**config.mk**
```make
export PLATFORM = sky130hd
export DESIGN_NAME = uart_rx_cfg
export DESIGN_NICKNAME = d
export VERILOG_FILES = /design/src/rtl/uart_rx_cfg.sv
export SDC_FILE = /design/constraint.sdc
export NUM_CORES = 1
export LEC_CHECK = 0
export ABC_AREA = 1
export BUFFER_PORTS_ARGS = -buffer_cell sky130_fd_sc_hd__buf_4
export CAP_MARGIN = 20
export CORE_ASPECT_RATIO = 0.75
export CORE_MARGIN = 2
export CORE_UTILIZATION = 40
export CTS_BUF_LIST = sky130_fd_sc_hd__clkbuf_8
export DETAILED_ROUTE_END_ITERATION = 7
export HOLD_SLACK_MARGIN = 0.05
export PLACE_DENSITY = 0.67
export SETUP_SLACK_MARGIN = 0.1
export SLEW_MARGIN = 20
export SYNTH_ARGS = -nofsm -noshare
export SYNTH_HDL_FRONTEND = slang
export SYNTH_SLANG_ARGS = --single-unit
```
**constraint.sdc**
```tcl
create_clock -name clk -period 1.75 [get_ports clk]
set_clock_uncertainty 0.1 [all_clocks]
set_input_delay 0.35 -clock clk [delete_from_list [all_inputs] [get_ports clk]]
set_output_delay 0.35 -clock clk [all_outputs]
set_load 0.005 [all_outputs]
```
**src/rtl/uart_rx_cfg.sv**
```systemverilog
// -----------------------------------------------------------------------------
// uart_rx_cfg
//   Parametrised UART receiver: DATA_BITS payload bits (5..9), optional
//   odd/even parity, 1 or 2 stop bits. The serial input is brought into the
//   clk domain through a 2-flop synchroniser. A start bit must still be low
//   at its half-bit point, otherwise it is treated as a glitch and ignored.
//   Parity and framing errors are reported with each received frame.
//
// Parameters
//   FREQ       clk frequency in Hz
//   BAUD       line bit rate; FREQ/BAUD must be >= 4
//   DATA_BITS  payload bits per frame (5..9)
//   PARITY     0 = none, 1 = odd, 2 = even
//   STOP_BITS  1 or 2
//
// Ports
//   clk           system clock
//   rst           synchronous, active-high reset
//   in            asynchronous serial line, idle high
//   data          last received payload, LSB = first bit on the line
//   is_receiving  high while a frame is in progress (incl. waiting for idle)
//   is_received   one-cycle pulse: frame complete, data/error flags valid
//   parity_error  parity mismatch of the last frame (always 0 without parity)
//   frame_error   a sampled stop bit of the last frame was 0
// -----------------------------------------------------------------------------
module uart_rx_cfg #(
    parameter int unsigned FREQ      = 50000000,
    parameter int unsigned BAUD      = 115200,
    parameter int unsigned DATA_BITS = 8,
    parameter int unsigned PARITY    = 0,
    parameter int unsigned STOP_BITS = 1
) (
    input  logic                 clk,
    input  logic                 rst,
    input  logic                 in,
    output logic [DATA_BITS-1:0] data,
    output logic                 is_receiving,
    output logic                 is_received,
    output logic                 parity_error,
    output logic                 frame_error
);

    localparam int unsigned CLKS_PER_BIT = FREQ / BAUD;
    localparam int unsigned HALF         = CLKS_PER_BIT / 2;
    localparam int unsigned CW           = $clog2(CLKS_PER_BIT);

    localparam logic [CW-1:0] BIT_LAST  = CW'(CLKS_PER_BIT - 1);
    localparam logic [CW-1:0] HALF_LAST = CW'(HALF - 1);
    localparam logic [3:0]    DATA_LAST = 4'(DATA_BITS - 1);
    localparam logic [3:0]    STOP_LAST = 4'(STOP_BITS - 1);
    // Expected XOR of payload and parity bit: 1 for odd parity, 0 for even.
    localparam logic          PAR_ODD   = (PARITY == 1);

    typedef enum logic [2:0] {
        IDLE,
        START,
        DATA,
        PAR,
        STOP,
        WAIT_IDLE
    } state_t;

    state_t               state;
    logic [1:0]           sync;
    logic                 s_in;
    logic [CW-1:0]        cnt;
    logic [3:0]           bit_cnt;
    logic [DATA_BITS-1:0] shreg;
    logic                 par_err;
    logic                 frm_err;

    // Two-flop synchroniser; resets to the idle line level.
    always_ff @(posedge clk) begin
        if (rst) begin
            sync <= '1;
        end else begin
            sync <= {sync[0], in};
        end
    end

    assign s_in         = sync[1];
    assign is_receiving = (state != IDLE);

    always_ff @(posedge clk) begin
        if (rst) begin
            state        <= IDLE;
            cnt          <= '0;
            bit_cnt      <= '0;
            shreg        <= '0;
            par_err      <= 1'b0;
            frm_err      <= 1'b0;
            data         <= '0;
            is_received  <= 1'b0;
            parity_error <= 1'b0;
            frame_error  <= 1'b0;
        end else begin
            is_received <= 1'b0;
            case (state)
                IDLE: begin
                    if (!s_in) begin
                        state <= START;
                        cnt   <= '0;
                    end
                end

                // Re-check the line at half a bit; a high level means the
                // falling edge was a glitch. Otherwise restart the counter so
                // every later sample lands on a bit centre.
                START: begin
                    if (cnt == HALF_LAST) begin
                        cnt <= '0;
                        if (s_in) begin
                            state <= IDLE;
                        end else begin
                            state   <= DATA;
                            bit_cnt <= '0;
                            par_err <= 1'b0;
                            frm_err <= 1'b0;
                        end
                    end else begin
                        cnt <= cnt + 1'b1;
                    end
                end

                // LSB arrives first: shift in at the top so it ends at bit 0.
                DATA: begin
                    if (cnt == BIT_LAST) begin
                        cnt   <= '0;
                        shreg <= {s_in, shreg[DATA_BITS-1:1]};
                        if (bit_cnt == DATA_LAST) begin
                            bit_cnt <= '0;
                            state   <= (PARITY != 0) ? PAR : STOP;
                        end else begin
                            bit_cnt <= bit_cnt + 1'b1;
                        end
                    end else begin
                        cnt <= cnt + 1'b1;
                    end
                end

                PAR: begin
                    if (cnt == BIT_LAST) begin
                        cnt     <= '0;
                        par_err <= ((^shreg) ^ s_in) != PAR_ODD;
                        state   <= STOP;
                    end else begin
                        cnt <= cnt + 1'b1;
                    end
                end

                // Frame is published at the centre of the last stop bit so a
                // following start bit with no idle gap is still caught.
                STOP: begin
                    if (cnt == BIT_LAST) begin
                        cnt <= '0;
                        if (bit_cnt == STOP_LAST) begin
                            bit_cnt      <= '0;
                            data         <= shreg;
                            parity_error <= par_err;
                            frame_error  <= frm_err | ~s_in;
                            is_received  <= 1'b1;
                            state        <= (frm_err | ~s_in) ? WAIT_IDLE : IDLE;
                        end else begin
                            frm_err <= frm_err | ~s_in;
                            bit_cnt <= bit_cnt + 1'b1;
                        end
                    end else begin
                        cnt <= cnt + 1'b1;
                    end
                end

                // A line held low (break) must not be read as endless frames.
                WAIT_IDLE: begin
                    if (s_in) begin
                        state <= IDLE;
                    end
                end

                default: state <= IDLE;
            endcase
        end
    end

endmodule
```
# After elaboration in Yosys (flattened, before gate mapping)
# Cells that the tools add are included.
# totals
ff_bits	39
input_bits	3
out_inout_bits	12
wordCells	83
# op_classes
add_sub_neg	2
eq_ne	18
n_mux	30
bitwise	5
reduce_logical	17
# ops
op	count
$mux W3	9
$mux W9	3
$pmux W9 S3	1
$mux W4	6
$ne A2 B2 Y1 const B	10
$pmux W3 S6	1
$pmux W4 S3	1
$reduce_and A5 Y1	2
$add A9 B1 Y9 const B	1
$eq A9 B8 Y1 const B	1
$eq A9 B9 Y1 const B	1
$reduce_bool A3 Y1	3
$reduce_and A8 Y1	1
$reduce_xor A8 Y1	1
$eq A3 B2 Y1 const B	2
$eq A3 B3 Y1 const B	2
$mux W1	6
$reduce_or A3 Y1	2
$add A4 B1 Y4 const B	1
$eq A4 B3 Y1 const B	1
$logic_not A4 Y1	1
$pmux W1 S2	2
$reduce_and A2 Y1	2
$reduce_and A4 Y1	1
other kinds (8)	11

# Logic depth before layout (Yosys ltp)
# logic_depth
word_depth	6
ltp_mapped	12

# Worst setup path before layout
# No wires, ideal clock.
# synth_path
kind	flip-flop to flip-flop
from	register cnt[0]
to	register shreg[4]
setup_ns	0.119
arrival_ns	1.307
t_required_ns	1.531
slack_ns	0.224
path_stages_with_launch	10
n_path_buf	1
period_less_slack_ns	1.526
path_cell_list	dfxtp_1 > ha_1 > nand2_1 > nor2_1 > nand2_2 > inv_2 > nand2_1 > buf_2 > o21ai_0 > a21oi_1
# synth_between
elab_chain_cells	2
# synth_lines
item	line_no	rtl
from (decl)	66	logic [CW-1:0] cnt;
from (signal assigned)	121	cnt <= cnt + 1'b1;
from (signal assigned)	137	cnt <= cnt + 1'b1;
from (signal assigned)	147	cnt <= cnt + 1'b1;
$eq A9 B9 Y1	127	if (cnt == BIT_LAST) begin
$reduce_and A2 Y1 (no line)	--	
to (signal assigned)	129	shreg <= {s_in, shreg[DATA_BITS-1:1]};
to (decl)	68	logic [DATA_BITS-1:0] shreg;
# Every way passes these cells.
# A chain may end at the register's enable or synchronous reset.

# Worst setup path in the final report
# layout_path
from	register cnt[0]
to	register cnt[0]
# layout_between
elab_chain_cells	3
elab_cells_between_ends	6
# layout_lines
item	line_no	rtl
$add A9 B1 Y9, or another cell as far along	--	
$mux W9, on equally long branches	--	
$pmux W9 S3 *	98	case (state)
# Mark *: on every way between the ends. The rest lies on a longest branch, timed or not.

==> results.tsv <==
metric	value	unit
status	complete, no violations	
cts_buffer_depth	2	
rsz0062_at_grt	true	
drc	0	
slew_headroom	80.6	%
fmax	596	MHz
io_buffers	14	
vias	2009	
core_area	4930	sq um
first_pass_iters	4	
holdWs	129	ps
die_x	87.0	um
cts-htree-levels	2	
tns	0	ps
synth-seq-cells	39	
clk_pin_slew	80	ps
fin_nets	344	
synth_warnings	0	
routedWlPerCell	12.5	um
drv_cap	0	
worstPathMaxFanout	5	
groute.usage.overall	17.6	%
crit_slowest_cell	dfxtp_2	
vias_per_cell	5.06	
ant_nets	0	
arrival	1760	ps
tightest_slew	291	ps
r2r_setup_slack	70	ps
antenna_found_initial	0	
syn_inst	300	
cpPeakStageDelay	330	ps
crit_type	reg2reg	
grt_pass1_wl	7780	um
area_growth	25.2	%
slew_viol_final	0	
dp_slack	30.1	ps
avgSynthCellArea	6.89	sq um
die-area	5760	sq um
final.period_utilization	95.9	%
netlist_area	2070	sq um
first_iter_violations	125	
clock_latency	300	ps
fin_ws	72.6	ps
place_congestion	0.873	
hold_violations	0	
syn_nets	308	
stdcell_area	2590	sq um
yosysSeqAreaShare	37.8	%
worstPathBufferInverterCount	3	
timing.critical_path.cells	buf_6 -> inv_4 -> ha_4 -> nand2_2 -> nor2_2 -> nand3_2 -> nand2_4 -> nand2_1 -> inv_2 -> nand2_4 -> nand2_4 -> a21oi_1	
synth.distinct_cells	31	
crit_required	1840	ps
cts_tree	yes	
rows	22	
end_kind	flop	
initial_utilization	42.0	%
crit_path_start_kind	flop	
first_global_vias	1679	
crit_top_cell	nand2_4	
synth_top_area_share	37.8	%
grt-ovfl-total	0	
worst_ir_drop_vdd	0.613	mV
io_pins	15	
hold_class	in2reg	
setup_viol_count_final	0	
post-route-min-period	1680	ps
critPathTopFamily	simple AND/OR/NAND/NOR gates	
utilization	52.5	%
hpwl	3270	um
routed_wl	4950	um
cts_sinks	39	
die-height	66.3	um
grt_max_degree	15	
p_per_area	1280	nW/um^2
leakagePower	1.15	nW
synth.top_cells.by_area	dfxtp_1 (38%), nand2_1 (11%), nor2_1 (7.8%)	
drive_above_1_share	29.7	%
yosysTopAreaCell	dfxtp_1	
numCtsBuffers	5	
clock-root-buffer	clkbuf_8	
diodes	0	
postPlaceCellArea	2270	sq um
[layout by cell type (no fill, tap or decap), drive strengths merged, types with 3 or more instances in the layout]
cell type	Yosys	routed
nand2	75	75
nor2	48	48
dfxtp	39	39
inv	36	36
buf	5	35
a21oi	23	23
o21ai	23	23
nand3	22	22
nand4	8	8
clkbuf	1	6
nor3	6	6
ha	5	5
or2	3	3
[cell usage after synthesis, drive strengths merged]
cell / n
or2: 3
inv: 36
xnor2: 1
nand3b: 1
nand3: 22
xor2: 2
dfxtp: 39
o21ai: 23
a21boi: 1
nor3: 6
a21oi: 23
nand4: 8
clkbuf: 1
buf: 5
o211ai: 1
nand2: 75
ha: 5
nor2: 48
[area by class of cell]
| cell class | instances | area, sq um |
|---|---|---|
| Timing Repair Buffer | 35 | 285 |
| Multi-Input combinational cell | 219 | 1200 |
| Clock inverter | 2 | 16.3 |
| Fill cell | 468 | 2340 |
| Tap cell | 60 | 75.1 |
| Sequential cell | 39 | 790 |
| Clock buffer | 6 | 82.6 |
| Inverter | 36 | 140 |
[cells by family (layout without fill, tap and decap cells)]
family / Yosys count / after routing / share of synthesized area, %
and+or+nand+nor: 163 / 163 / 37.2
AOI/OAI and AO/OA: 48 / 48 / 12.0
buffers and inverters: 42 / 79 / 8.66
DFF: 39 / 39 / 37.8
adders and majority gates: 5 / 5 / 3.03
xor gates and xnor gates: 3 / 3 / 1.27
[state kept, by name (all words and copies together), names as in the netlist]
register / flops
bit_cnt: 4
cnt: 9
data: 8
frame_error: 1
frm_err: 1
is_received: 1
par_err: 1
parity_error: 1
shreg: 8
state: 3
sync: 2
[worst reg2reg max path, delay by kind of cell (launching register included)]
family	cells	cell delay, ps
simple gates	7	640
flops	1	330
buf+inv	3	300
fa+ha+maj	1	130
compound gates	1	60
[repair_timing]
| item | 4_1_cts | 5_1_grt |
|---|---|---|
| hold buffers | 0 | 0 |
| pin swaps | 4 | 18 |
| endpoints found under the hold margin | 0 | 0 |
| gates resized for setup | 10 | 38 |
| setup buffers | 4 | 9 |
| endpoints found under the setup margin | 12 | 36 |
[routing by layer]
metal  track usage [%]  routed length (um)  vias to the layer above
met5                 0                   0                        -
met4              6.45                  72                        0
met3              5.37                 339                        6
met2              24.9                2120                       53
met1              24.8                2410                      913
li1                  -                   -                     1037
[power breakdown]
part / leakage [nW] / total, mW / switching [mW] / internal [mW]
Sequential: 0.318 / 1.06 / 0.0962 / 0.969
Combinational: 0.780 / 1.58 / 1.00 / 0.572
Clock: 0.0474 / 0.665 / 0.343 / 0.322
Total: 1.15 / 3.31 / 1.44 / 1.86
[worst paths after layout]
path | start | depth (start not counted) | end
max | cnt[0] | 12 | cnt[0]
min | in | 2 | sync[0]
max reg2reg | cnt[0] | 12 | cnt[0]
min reg2reg | sync[0] | 1 | sync[1]
[metrics by stage]
step / cells / total power, mW
6_report: 397 / 3.31
5_1_grt: 397 / 3.52
4_1_cts: 388 / 3.05
3_5_place_dp: 376 / 2.33
3_3_place_gp: 376 / 2.32
2_1_floorplan: 300 / 2.08
(Power assumes the default switching activity.)
